**config.mk**
```make
export PLATFORM = sky130hd
export DESIGN_NAME = i2c_slave_target_flat
export DESIGN_NICKNAME = d
export VERILOG_FILES = /design/src/rtl/i2c_slave_target_if.sv /design/src/rtl/i2c_slave_target.sv /design/src/flat_wrapper.sv
export SDC_FILE = /design/constraint.sdc
export NUM_CORES = 1
export LEC_CHECK = 0
export CAP_MARGIN = 20
export CORE_ASPECT_RATIO = 0.9
export CORE_UTILIZATION = 50
export CTS_CLUSTER_SIZE = 16
export DETAILED_ROUTE_END_ITERATION = 8
export PLACE_DENSITY = 0.73
export SETUP_SLACK_MARGIN = 0.5
export SYNTH_ARGS = -nofsm -noshare
export SYNTH_HDL_FRONTEND = slang
export SYNTH_SLANG_ARGS = --single-unit
```
**constraint.sdc**
```tcl
create_clock -name clk -period 2.5 [get_ports clk]
set_input_delay 0.25 -clock clk [delete_from_list [all_inputs] [get_ports clk]]
set_output_delay 0.25 -clock clk [all_outputs]
set_load 0.05 [all_outputs]
```
**src/rtl/i2c_slave_target_if.sv**
```systemverilog
// Bus-side and core-side signals of the I2C target, grouped for port connection.
// The slave modport is the target's view; master is the view of whoever drives the pins and core.
interface i2c_slave_target_if;
    logic       scl_i;
    logic       sda_i;
    logic       sda_oe;
    logic [7:0] rx_data;
    logic       rx_valid;
    logic [7:0] tx_data;
    logic       tx_req;
    logic       rw;
    logic       busy;
    logic       nack_rx;

    modport slave (
        input  scl_i, sda_i, tx_data,
        output sda_oe, rx_data, rx_valid, tx_req, rw, busy, nack_rx
    );

    modport master (
        output scl_i, sda_i, tx_data,
        input  sda_oe, rx_data, rx_valid, tx_req, rw, busy, nack_rx
    );
endinterface

```
**src/rtl/i2c_slave_target.sv**
```systemverilog
// I2C target: oversampled SCL/SDA, START/STOP detection, single 7-bit address,
// write bytes delivered to the core, read bytes serialised from it. SDA is open-drain.
module i2c_slave_target #(
    parameter logic [6:0] SLAVE_ADDR  = 7'h50,
    parameter int         SYNC_STAGES = 2
) (
    input  logic              clk,
    input  logic              reset,
    i2c_slave_target_if.slave bus
);
    typedef enum logic [2:0] {IDLE, ADDR, ACK_ADDR, WRITE, ACK_WRITE, READ, ACK_READ} state_t;

    state_t state, state_d;
    logic [SYNC_STAGES-1:0] scl_sync, sda_sync;
    logic s_scl, s_sda, p_scl, p_sda;
    logic scl_rise, scl_fall, start_det, stop_det;
    logic [2:0] cnt, cnt_d;
    logic [6:0] sr, sr_d;
    logic [7:0] tx_sr, tx_d, rx_q, rx_d, byte_in;
    logic oe_q, oe_d, rw_q, rw_d;
    logic rx_v_q, rx_v_d, tx_req_q, tx_req_d, nack_q, nack_d;

    // Synchronisers idle high so releasing reset on a quiet bus never looks like a START.
    always_ff @(posedge clk or posedge reset) begin
        if (reset) begin
            scl_sync <= '1;
            sda_sync <= '1;
            p_scl    <= 1'b1;
            p_sda    <= 1'b1;
        end else begin
            scl_sync <= {scl_sync[SYNC_STAGES-2:0], bus.scl_i};
            sda_sync <= {sda_sync[SYNC_STAGES-2:0], bus.sda_i};
            p_scl    <= s_scl;
            p_sda    <= s_sda;
        end
    end

    assign s_scl     = scl_sync[SYNC_STAGES-1];
    assign s_sda     = sda_sync[SYNC_STAGES-1];
    assign scl_rise  = s_scl & ~p_scl;
    assign scl_fall  = ~s_scl & p_scl;
    assign start_det = s_scl & p_scl & p_sda & ~s_sda;
    assign stop_det  = s_scl & p_scl & ~p_sda & s_sda;
    assign byte_in   = {sr, s_sda};

    always_ff @(posedge clk or posedge reset) begin
        if (reset) begin
            state    <= IDLE;
            cnt      <= '0;
            sr       <= '0;
            tx_sr    <= '0;
            rx_q     <= '0;
            oe_q     <= 1'b0;
            rw_q     <= 1'b0;
            rx_v_q   <= 1'b0;
            tx_req_q <= 1'b0;
            nack_q   <= 1'b0;
        end else begin
            state    <= state_d;
            cnt      <= cnt_d;
            sr       <= sr_d;
            tx_sr    <= tx_d;
            rx_q     <= rx_d;
            oe_q     <= oe_d;
            rw_q     <= rw_d;
            rx_v_q   <= rx_v_d;
            tx_req_q <= tx_req_d;
            nack_q   <= nack_d;
        end
    end

    // In the ACK states cnt[0] marks that the first SCL event of the ACK slot has passed.
    always_comb begin
        state_d  = state;
        cnt_d    = cnt;
        sr_d     = sr;
        tx_d     = tx_sr;
        rx_d     = rx_q;
        oe_d     = oe_q;
        rw_d     = rw_q;
        rx_v_d   = 1'b0;
        tx_req_d = 1'b0;
        nack_d   = 1'b0;
        if (start_det) begin
            state_d = ADDR;
            cnt_d   = '0;
            oe_d    = 1'b0;
        end else if (stop_det) begin
            state_d = IDLE;
            cnt_d   = '0;
            oe_d    = 1'b0;
        end else begin
            case (state)
                ADDR: if (scl_rise) begin
                    sr_d  = byte_in[6:0];
                    cnt_d = cnt + 3'd1;
                    if (cnt == 3'd7) begin
                        if (byte_in[7:1] == SLAVE_ADDR) begin
                            rw_d    = byte_in[0];
                            state_d = ACK_ADDR;
                        end else begin
                            state_d = IDLE;
                        end
                    end
                end
                ACK_ADDR: begin
                    if (scl_fall) begin
                        if (!cnt[0]) begin
                            oe_d  = 1'b1;
                            cnt_d = 3'd1;
                        end else if (rw_q) begin
                            tx_d    = bus.tx_data;
                            oe_d    = ~bus.tx_data[7];
                            cnt_d   = '0;
                            state_d = READ;
                        end else begin
                            oe_d    = 1'b0;
                            cnt_d   = '0;
                            state_d = WRITE;
                        end
                    end else if (scl_rise && cnt[0] && rw_q) begin
                        tx_req_d = 1'b1;
                    end
                end
                WRITE: if (scl_rise) begin
                    sr_d  = byte_in[6:0];
                    cnt_d = cnt + 3'd1;
                    if (cnt == 3'd7) begin
                        rx_d    = byte_in;
                        rx_v_d  = 1'b1;
                        state_d = ACK_WRITE;
                    end
                end
                ACK_WRITE: if (scl_fall) begin
                    if (!cnt[0]) begin
                        oe_d  = 1'b1;
                        cnt_d = 3'd1;
                    end else begin
                        oe_d    = 1'b0;
                        cnt_d   = '0;
                        state_d = WRITE;
                    end
                end
                // cnt counts SCL falls here; the fall after the 8th bit hands SDA back for the ACK.
                READ: if (scl_fall) begin
                    if (cnt == 3'd7) begin
                        oe_d    = 1'b0;
                        cnt_d   = '0;
                        state_d = ACK_READ;
                    end else begin
                        tx_d  = {tx_sr[6:0], tx_sr[7]};
                        oe_d  = ~tx_sr[6];
                        cnt_d = cnt + 3'd1;
                    end
                end
                ACK_READ: begin
                    if (scl_rise && !cnt[0]) begin
                        if (!s_sda) begin
                            tx_req_d = 1'b1;
                            cnt_d    = 3'd1;
                        end else begin
                            nack_d  = 1'b1;
                            state_d = IDLE;
                        end
                    end else if (scl_fall && cnt[0]) begin
                        tx_d    = bus.tx_data;
                        oe_d    = ~bus.tx_data[7];
                        cnt_d   = '0;
                        state_d = READ;
                    end
                end
                default: ;
            endcase
        end
    end

    assign bus.sda_oe   = oe_q;
    assign bus.rx_data  = rx_q;
    assign bus.rx_valid = rx_v_q;
    assign bus.tx_req   = tx_req_q;
    assign bus.rw       = rw_q;
    assign bus.busy     = (state != IDLE);
    assign bus.nack_rx  = nack_q;
endmodule

```
**src/flat_wrapper.sv**
```systemverilog
// flat-port wrapper written by rule: the top's interface ports become plain ports
module i2c_slave_target_flat 
#(
    parameter logic [6:0] SLAVE_ADDR  = 7'h50,
    parameter int         SYNC_STAGES = 2
)
  (clk, reset, bus_scl_i, bus_sda_i, bus_tx_data, bus_sda_oe, bus_rx_data, bus_rx_valid, bus_tx_req, bus_rw, bus_busy, bus_nack_rx);
  i2c_slave_target_if bus_i ();
  input  logic clk;
  input  logic reset;
  input wire logic [$bits(bus_i.scl_i)-1:0] bus_scl_i;
  input wire logic [$bits(bus_i.sda_i)-1:0] bus_sda_i;
  input wire logic [$bits(bus_i.tx_data)-1:0] bus_tx_data;
  output wire logic [$bits(bus_i.sda_oe)-1:0] bus_sda_oe;
  output wire logic [$bits(bus_i.rx_data)-1:0] bus_rx_data;
  output wire logic [$bits(bus_i.rx_valid)-1:0] bus_rx_valid;
  output wire logic [$bits(bus_i.tx_req)-1:0] bus_tx_req;
  output wire logic [$bits(bus_i.rw)-1:0] bus_rw;
  output wire logic [$bits(bus_i.busy)-1:0] bus_busy;
  output wire logic [$bits(bus_i.nack_rx)-1:0] bus_nack_rx;
  assign bus_i.scl_i = bus_scl_i;
  assign bus_i.sda_i = bus_sda_i;
  assign bus_i.tx_data = bus_tx_data;
  assign bus_sda_oe = bus_i.sda_oe;
  assign bus_rx_data = bus_i.rx_data;
  assign bus_rx_valid = bus_i.rx_valid;
  assign bus_tx_req = bus_i.tx_req;
  assign bus_rw = bus_i.rw;
  assign bus_busy = bus_i.busy;
  assign bus_nack_rx = bus_i.nack_rx;
  i2c_slave_target #(.SLAVE_ADDR(SLAVE_ADDR), .SYNC_STAGES(SYNC_STAGES)) u_core (.clk(clk), .reset(reset), .bus(bus_i));
endmodule
```
==> reports/qor.csv <==
stage;metric;value;unit
logic_synthesis;synth_cell_types;54;
pwr;cellLeakagePower;1.15;nW
cells_and_area;synthToLayoutAreaGrowth;17.7;%
cells_and_area;final_area;0.00259;mm²
cells_and_area;stdcell_count;278;
logic_synthesis;synthFlopType;dfrtp_1;
sta;worst_pin_slew;504;ps
pwr;irDropWorstVdd;0.426;mV
critical_path;startpoint_type;flip-flop;
grt;grt_pass1_wl;7420;µm
sta;rsz0062_at_grt;true;
place;gp_congestion;0.912;
logic_synthesis;seq_area_frac_synth;0.458;
clock_network;clk_pin_slew_worst_paths;70;ps
clock_network;cts_buffers;5;
drt;drt-total-wl;4530;µm
clock_network;worstSkewPairLatency;300;ps
clock_network;htreeDepth;2;
critical_path;cp_max_fo;12;
sta;fin_crit;1920;ps
place;dpl-instance-area;0.00250;mm²
grt;grt_overflow_total;0;
pwr;p_sw;0.488;mW
sta;hold_viol_final;0;
sta;fin_crit_sh;0.768;
logic_synthesis;synth_area;0.00220;mm²
run;cap_violations;0;
min_path;min_from;bus_sda_i;
clock_network;cts_root_buf;clkbuf_8;
drt;vias_per_cell;5.59;
die;fp.dieH;64.9;µm
sta;setup_tns;0;ps
sta;setup_violations;0;
cells_and_area;drive_above_1_share;0.353;
clock_network;cts_hold_buf;0;
min_path;worst_hold_path.endpoint;u_core.sda_sync[0];
drt;drtAntennaViolNets;0;
logic_synthesis;ys_seq_elements;40;
grt;track_usage;0.215;
critical_path;r2r_end;u_core.bus.rx_data[0];
logic_synthesis;yosys.area.top_type;dfrtp_1;
sta;fmax;0.521;GHz
clock_network;cts_tree;yes;
pwr;p_seq_frac;0.489;
pwr;comb_power_share;0.237;
cells_and_area;nets;231;
clock_network;post-cts-setup-buffer-count;0;
critical_path;rr_worst_depth;4;
drt;drt_iter0_drc;118;
logic_synthesis;yosysTopAreaCellShare;0.387;
sta;fin_skew;9.52;ps
logic_synthesis;synth_area_per_cell;11.6;µm²
logic_synthesis;synth_warnings;0;
drt;drc_errors;0;
sta;max_slew_margin;0.663;
min_path;whs_path_depth;1;
drt;wire_per_inst;16.3;µm
critical_path;endpoint_kind;flip-flop;
grt;antenna_found_initial;0;
critical_path;critPathRequiredTime;2690;ps
logic_synthesis;synthesis.nets;203;
die;die_w;71.9;µm
logic_synthesis;synth.most_common_cell;dfrtp_1;
logic_synthesis;synth_edf_count;0;
critical_path;worstReg2RegStart;u_core.scl_sync[1];
outcome;status;finished, final reports clean;
die;initial_core_util;0.529;
critical_path;ff2ff_setup_slack;580;ps
cells_and_area;antennaDiodeCount;0;
place;hpwl;3190;µm
cells_and_area;fin_util;0.623;
place;dp.cells;270;
min_path;hp-class;primary input to flip-flop;
critical_path;critical_path_arrival;2110;ps
logic_synthesis;yosys-top-cells-area;dfrtp_1 39%, mux2_2 11%, dfstp_2 7.2%;
logic_synthesis;async_reset_ff_frac;1.00;
drt;num_vias;1553;
die;die-area;0.00467;mm²
place;port_buffers;25;
die;num_rows;22;
critical_path;worst-setup-path-type;flip-flop to flip-flop;
drt;dr.pass1.iters;4;
logic_synthesis;synth_common_cells;34 x dfrtp_1, 22 x mux2_2, 13 x nand2_1;
clock_network;ctsLongestPathBuffers;2;
pwr;clkPwrFrac;0.274;
clock_network;clock-sinks;40;
pwr;p_sw_frac;0.315;
grt;grt_pass1_vias;1506;
pwr;power_density;599;mW/mm²
grt;grt_max_degree;41;
logic_synthesis;syn_inst;189;
sta;drv_slew;0;
die;core;0.00416;mm²
pwr;internal_power;1.06;mW
die;io-pin-count;26;
routing by layer:
metal	global-route usage	vias to the layer above	routed length, µm
met5	0	-	0
li1	-	734	-
met4	0.0882	0	87
met3	0.0482	9	201
met1	0.290	762	2120
met2	0.334	48	2120
critical path, stage by stage (launching register included):
cell and delay (ps):
dfstp_2 680, nand2b_2 140, nor2_4 260, and3_2 360
mux2_2 360
final cells by class:
cell class / count / area (µm²)
Inverter: 6 / 22.5
Sequential cell: 40 / 1010
Tap cell: 60 / 75.1
Timing Repair Buffer: 31 / 294
Fill cell: 318 / 1570
Clock buffer: 6 / 72.6
Multi-Input combinational cell: 133 / 1100
Clock inverter: 2 / 12.5
cells in the final DEF, fill, tap and decap left out, types with 3 or more instances in the layout:
cell | Yosys | routed
a21oi_1 | 12 | 12
a32o_1 | 3 | 3
buf_4 | 3 | 6
clkbuf_8 | 0 | 5
clkdlybuf4s50_1 | 0 | 24
dfrtp_1 | 34 | 32
dfstp_2 | 6 | 6
inv_1 | 4 | 4
mux2_2 | 22 | 22
mux2_4 | 8 | 8
nand2_1 | 13 | 13
nor2_1 | 12 | 12
nor2_4 | 4 | 4
nor2b_1 | 3 | 3
nor4_1 | 3 | 3
o21ai_0 | 6 | 6
timing repair:
| item | 4_1_cts | 5_1_grt |
|---|---|---|
| pin swaps | 0 | 1 |
| setup endpoints to repair | 9 | 3 |
| resized for setup | 3 | 2 |
cell families (layout without fill, tap and decap cells):
logic type      count (synthesis)  after routing  share of synthesized area
mux                            33             33                      0.181
compound gates                 40             40                      0.138
simple gates                   57             57                      0.161
xor+xnor                        1              1                    0.00740
fa+ha+maj                       2              2                     0.0114
flops                          40             40                      0.458
buf+inv                        16             45                     0.0421
worst max path at each step:
| stage | depth (start not counted) | slack, ps | endpoint | from |
|---|---|---|---|---|
| 3_3_place_gp | 4 | 580 | u_core.bus.rx_data[0] | u_core.scl_sync[1] |
| 4_1_cts | 4 | 580 | u_core.bus.rx_data[2] | u_core.scl_sync[1] |
| 6_report | 4 | 580 | u_core.bus.rx_data[0] | u_core.scl_sync[1] |
| 5_1_grt | 7 | 500 | u_core.bus.sda_oe | u_core.state[2] |
| 2_1_floorplan | 7 | 650 | u_core.cnt[1] | u_core.state[2] |
| 3_5_place_dp | 4 | 480 | u_core.bus.rx_data[2] | u_core.scl_sync[1] |
registers in the layout, summed over array words and instances (netlist names), 2 cells and up:
signal and cells:
u_core.bus.rx_data 8, u_core.cnt 3, u_core.scl_sync 2, u_core.sda_sync 2
u_core.sr 7, u_core.state 3, u_core.tx_sr 8
through the flow:
step | worst slack (ps) | hold WS (ps) | power (mW)
6_report | 579 | 353 | 1.55
5_1_grt | 500 | 347 | 1.63
4_1_cts | 576 | 343 | 1.57
3_5_place_dp | 479 | 352 | 1.14
3_3_place_gp | 579 | 347 | 1.12
2_1_floorplan | 651 | 254 | 1.04
power groups by stage:
stage          clock, mW  combinational, mW  sequential (mW)
3_5_place_dp           0              0.369            0.771
6_report           0.425              0.368            0.759
4_1_cts            0.440              0.367            0.759
5_1_grt            0.464              0.401            0.768
2_1_floorplan          0              0.295            0.748
3_3_place_gp           0              0.355            0.768
No activity file was read; power rests on OpenSTA's default activity.
==> patch (config.mk and constraints unchanged) <==
`SYNC_STAGES` is set to 2 in 2 places; all go to 4.
--- a/src/rtl/i2c_slave_target.sv
+++ b/src/rtl/i2c_slave_target.sv
@@ -3,5 +3,5 @@
 module i2c_slave_target #(
     parameter logic [6:0] SLAVE_ADDR  = 7'h50,
-    parameter int         SYNC_STAGES = 2
+    parameter int         SYNC_STAGES = 4
 ) (
     input  logic              clk,
--- a/src/flat_wrapper.sv
+++ b/src/flat_wrapper.sv
@@ -3,5 +3,5 @@
 #(
     parameter logic [6:0] SLAVE_ADDR  = 7'h50,
-    parameter int         SYNC_STAGES = 2
+    parameter int         SYNC_STAGES = 4
 )
   (clk, reset, bus_scl_i, bus_sda_i, bus_tx_data, bus_sda_oe, bus_rx_data, bus_rx_valid, bus_tx_req, bus_rw, bus_busy, bus_nack_rx);
Behaviour: not the same (a bounded check fails within 4 cycles, from zero or initial values and one cycle with reset high).
==> patch against the unedited design <==
  * Wire length shrank 8.8%
  * Total power increased by 35%
  * Sequential cell count increased by 4
  * Fmax is 0.69% lower
  * Count of clock-buffer cells in the layout decreased by 1
  * Final area fell by 1.1%
  * Sequential power rose by 26%
  * Synthesized area shrank 5.3%
  * Worst setup slack worse by 0.013 ns
  * Combinational power up 67%
  * Non-clock buffer count is 5 higher
  * Critical endpoint is now u_core.cnt[2]
==> patch: results (changes against the unedited design) <==
outcome finished clean; first-pass GRT wire length 6920 µm (-6.8%); worst slew pin tran 0.567 ns (+0.0631 ns); largest net degree at the start of global routing 17 (-59%); synth cell count leaders 34 x dfrtp_1, 20 x nor2_1, 19 x mux2_2, 16 x a21oi_1, 13 x nand2_1; clock skew 0.00285 ns (-0.00667 ns); Syn Nets 201 (-0.99%); vias in the first global route 1,535 (+1.9%); post-CTS setup buffer count 0 (unchanged); initial drt markers 140 (+19%); drt wl/cell 15.4 µm (-5.7%); DRT Wirelength 4130 µm (-8.8%); part of the Yosys area used for sequential elements 53.5% (+7.6 points); Via density 5.68 (+1.7%); Post-synth ARST share 100% (unchanged); Synth warnings 0 (unchanged); cts repair resizes 5 (+2); GR Util All Layers 19.8% (-1.7 points); CTS Buffer Depth 2 (unchanged); Post-DP Area 2390 µm² (-4.3%); Root Buffer Master clkbuf_8; Diodes inserted 0 (unchanged); drt pass-1 iters 4 (unchanged); synthesized area per cell 11.1 µm² (-4.3%); LEAKAGE 1.14 nW (-0.98%); Place WS 0.401 ns (-0.0778 ns); Peak VDD IR 554 µV (+30%); CP Max Fanout 8 (-4); crit path DAT 2.12 ns; share of cells above drive strength 1 27.8% (-7.5 points); post-synthesis cell type count 38 (-30%); HP Class input port to async pin; Inst Count DP 256 (-5.2%); # H-tree levels 2 (unchanged); Setup crit start u_core.scl_sync[3]; Final nets 236 (+2.2%); detailed placement HPWL 2960 µm (-7.4%); Worst-path clk slew 0.08 ns; Area contributors post-synth dfrtp_1 41%, dfstp_2 13%, mux2_2 10%, mux2i_1 5.3%, a21oi_1 3.8%; worst skew pair latency 0.29 ns; GP Congestion 1.01 (+11%); PortBufs 25 (unchanged); antenna violations before repair 0 (unchanged); CTS buffer count 5 (unchanged)
[patch: where the power goes]
part | switching (mW) | total (mW) | internal, mW | leakage [nW]
Sequential | 0.111 | 0.957 | 0.846 | 0.534
Clock | 0.230 | 0.525 | 0.295 | 0.0541
Combinational | 0.358 | 0.613 | 0.255 | 0.553
[patch: cell type report]
cell class | count | area [µm²]
flip-flops and latches | 44 | 1120
multi-input cells | 130 | 927
inverters | 5 | 18.8
well taps | 46 | 57.6
fillers | 306 | 1300
clock buffers | 5 | 68.8
clock inverters | 3 | 42.5
repair buffers | 36 | 329
[patch: cell families (layout without fill, tap and decap cells)]
logic type                 after synthesis  in the layout  synth area share [%]
and+or+nand+nor                         58             58                  14.1
DFF                                     44             44                  53.5
AOI/OAI and AO/OA                       39             39                  12.3
muxes                                   30             30                  15.6
buffers and inverters                   13             49                  2.88
adders and majority gates                2              2                  1.20
xor gates and xnor gates                 1              1                 0.421
[patch: worst max-delay path, cell delays in order, from the launching register on]
cell and delay [ns]:
dfstp_2 0.62, and2b_2 0.28, nand2_1 0.11, a21oi_1 0.08, a221oi_2 0.36, mux2_2 0.38
[patch: per-layer routing]
layer  routed length [µm]  global-route usage [%]  part of all wire [%]  up-vias
met4                   65                    6.50                   1.6        0
met5                    0                       0                     0        -
met1                 1920                    26.3                    47      742
met2                 1970                    32.0                    48       42
li1                     -                       -                     -      737
met3                  179                    4.96                   4.3        8
[patch: path summary, 6_finish.rpt]
kind                       slack, ns  cells past startpoint                  to
max reg2reg                     0.57                      5       u_core.cnt[2]
min reg2reg                     0.36                      0  u_core.scl_sync[3]
min                             0.31                      2        u_core.sr[0]
max in group asynchronous       1.51                      3  u_core.sda_sync[1]
max                             0.57                      5       u_core.cnt[2]
min in group clk                0.35                      1  u_core.scl_sync[0]
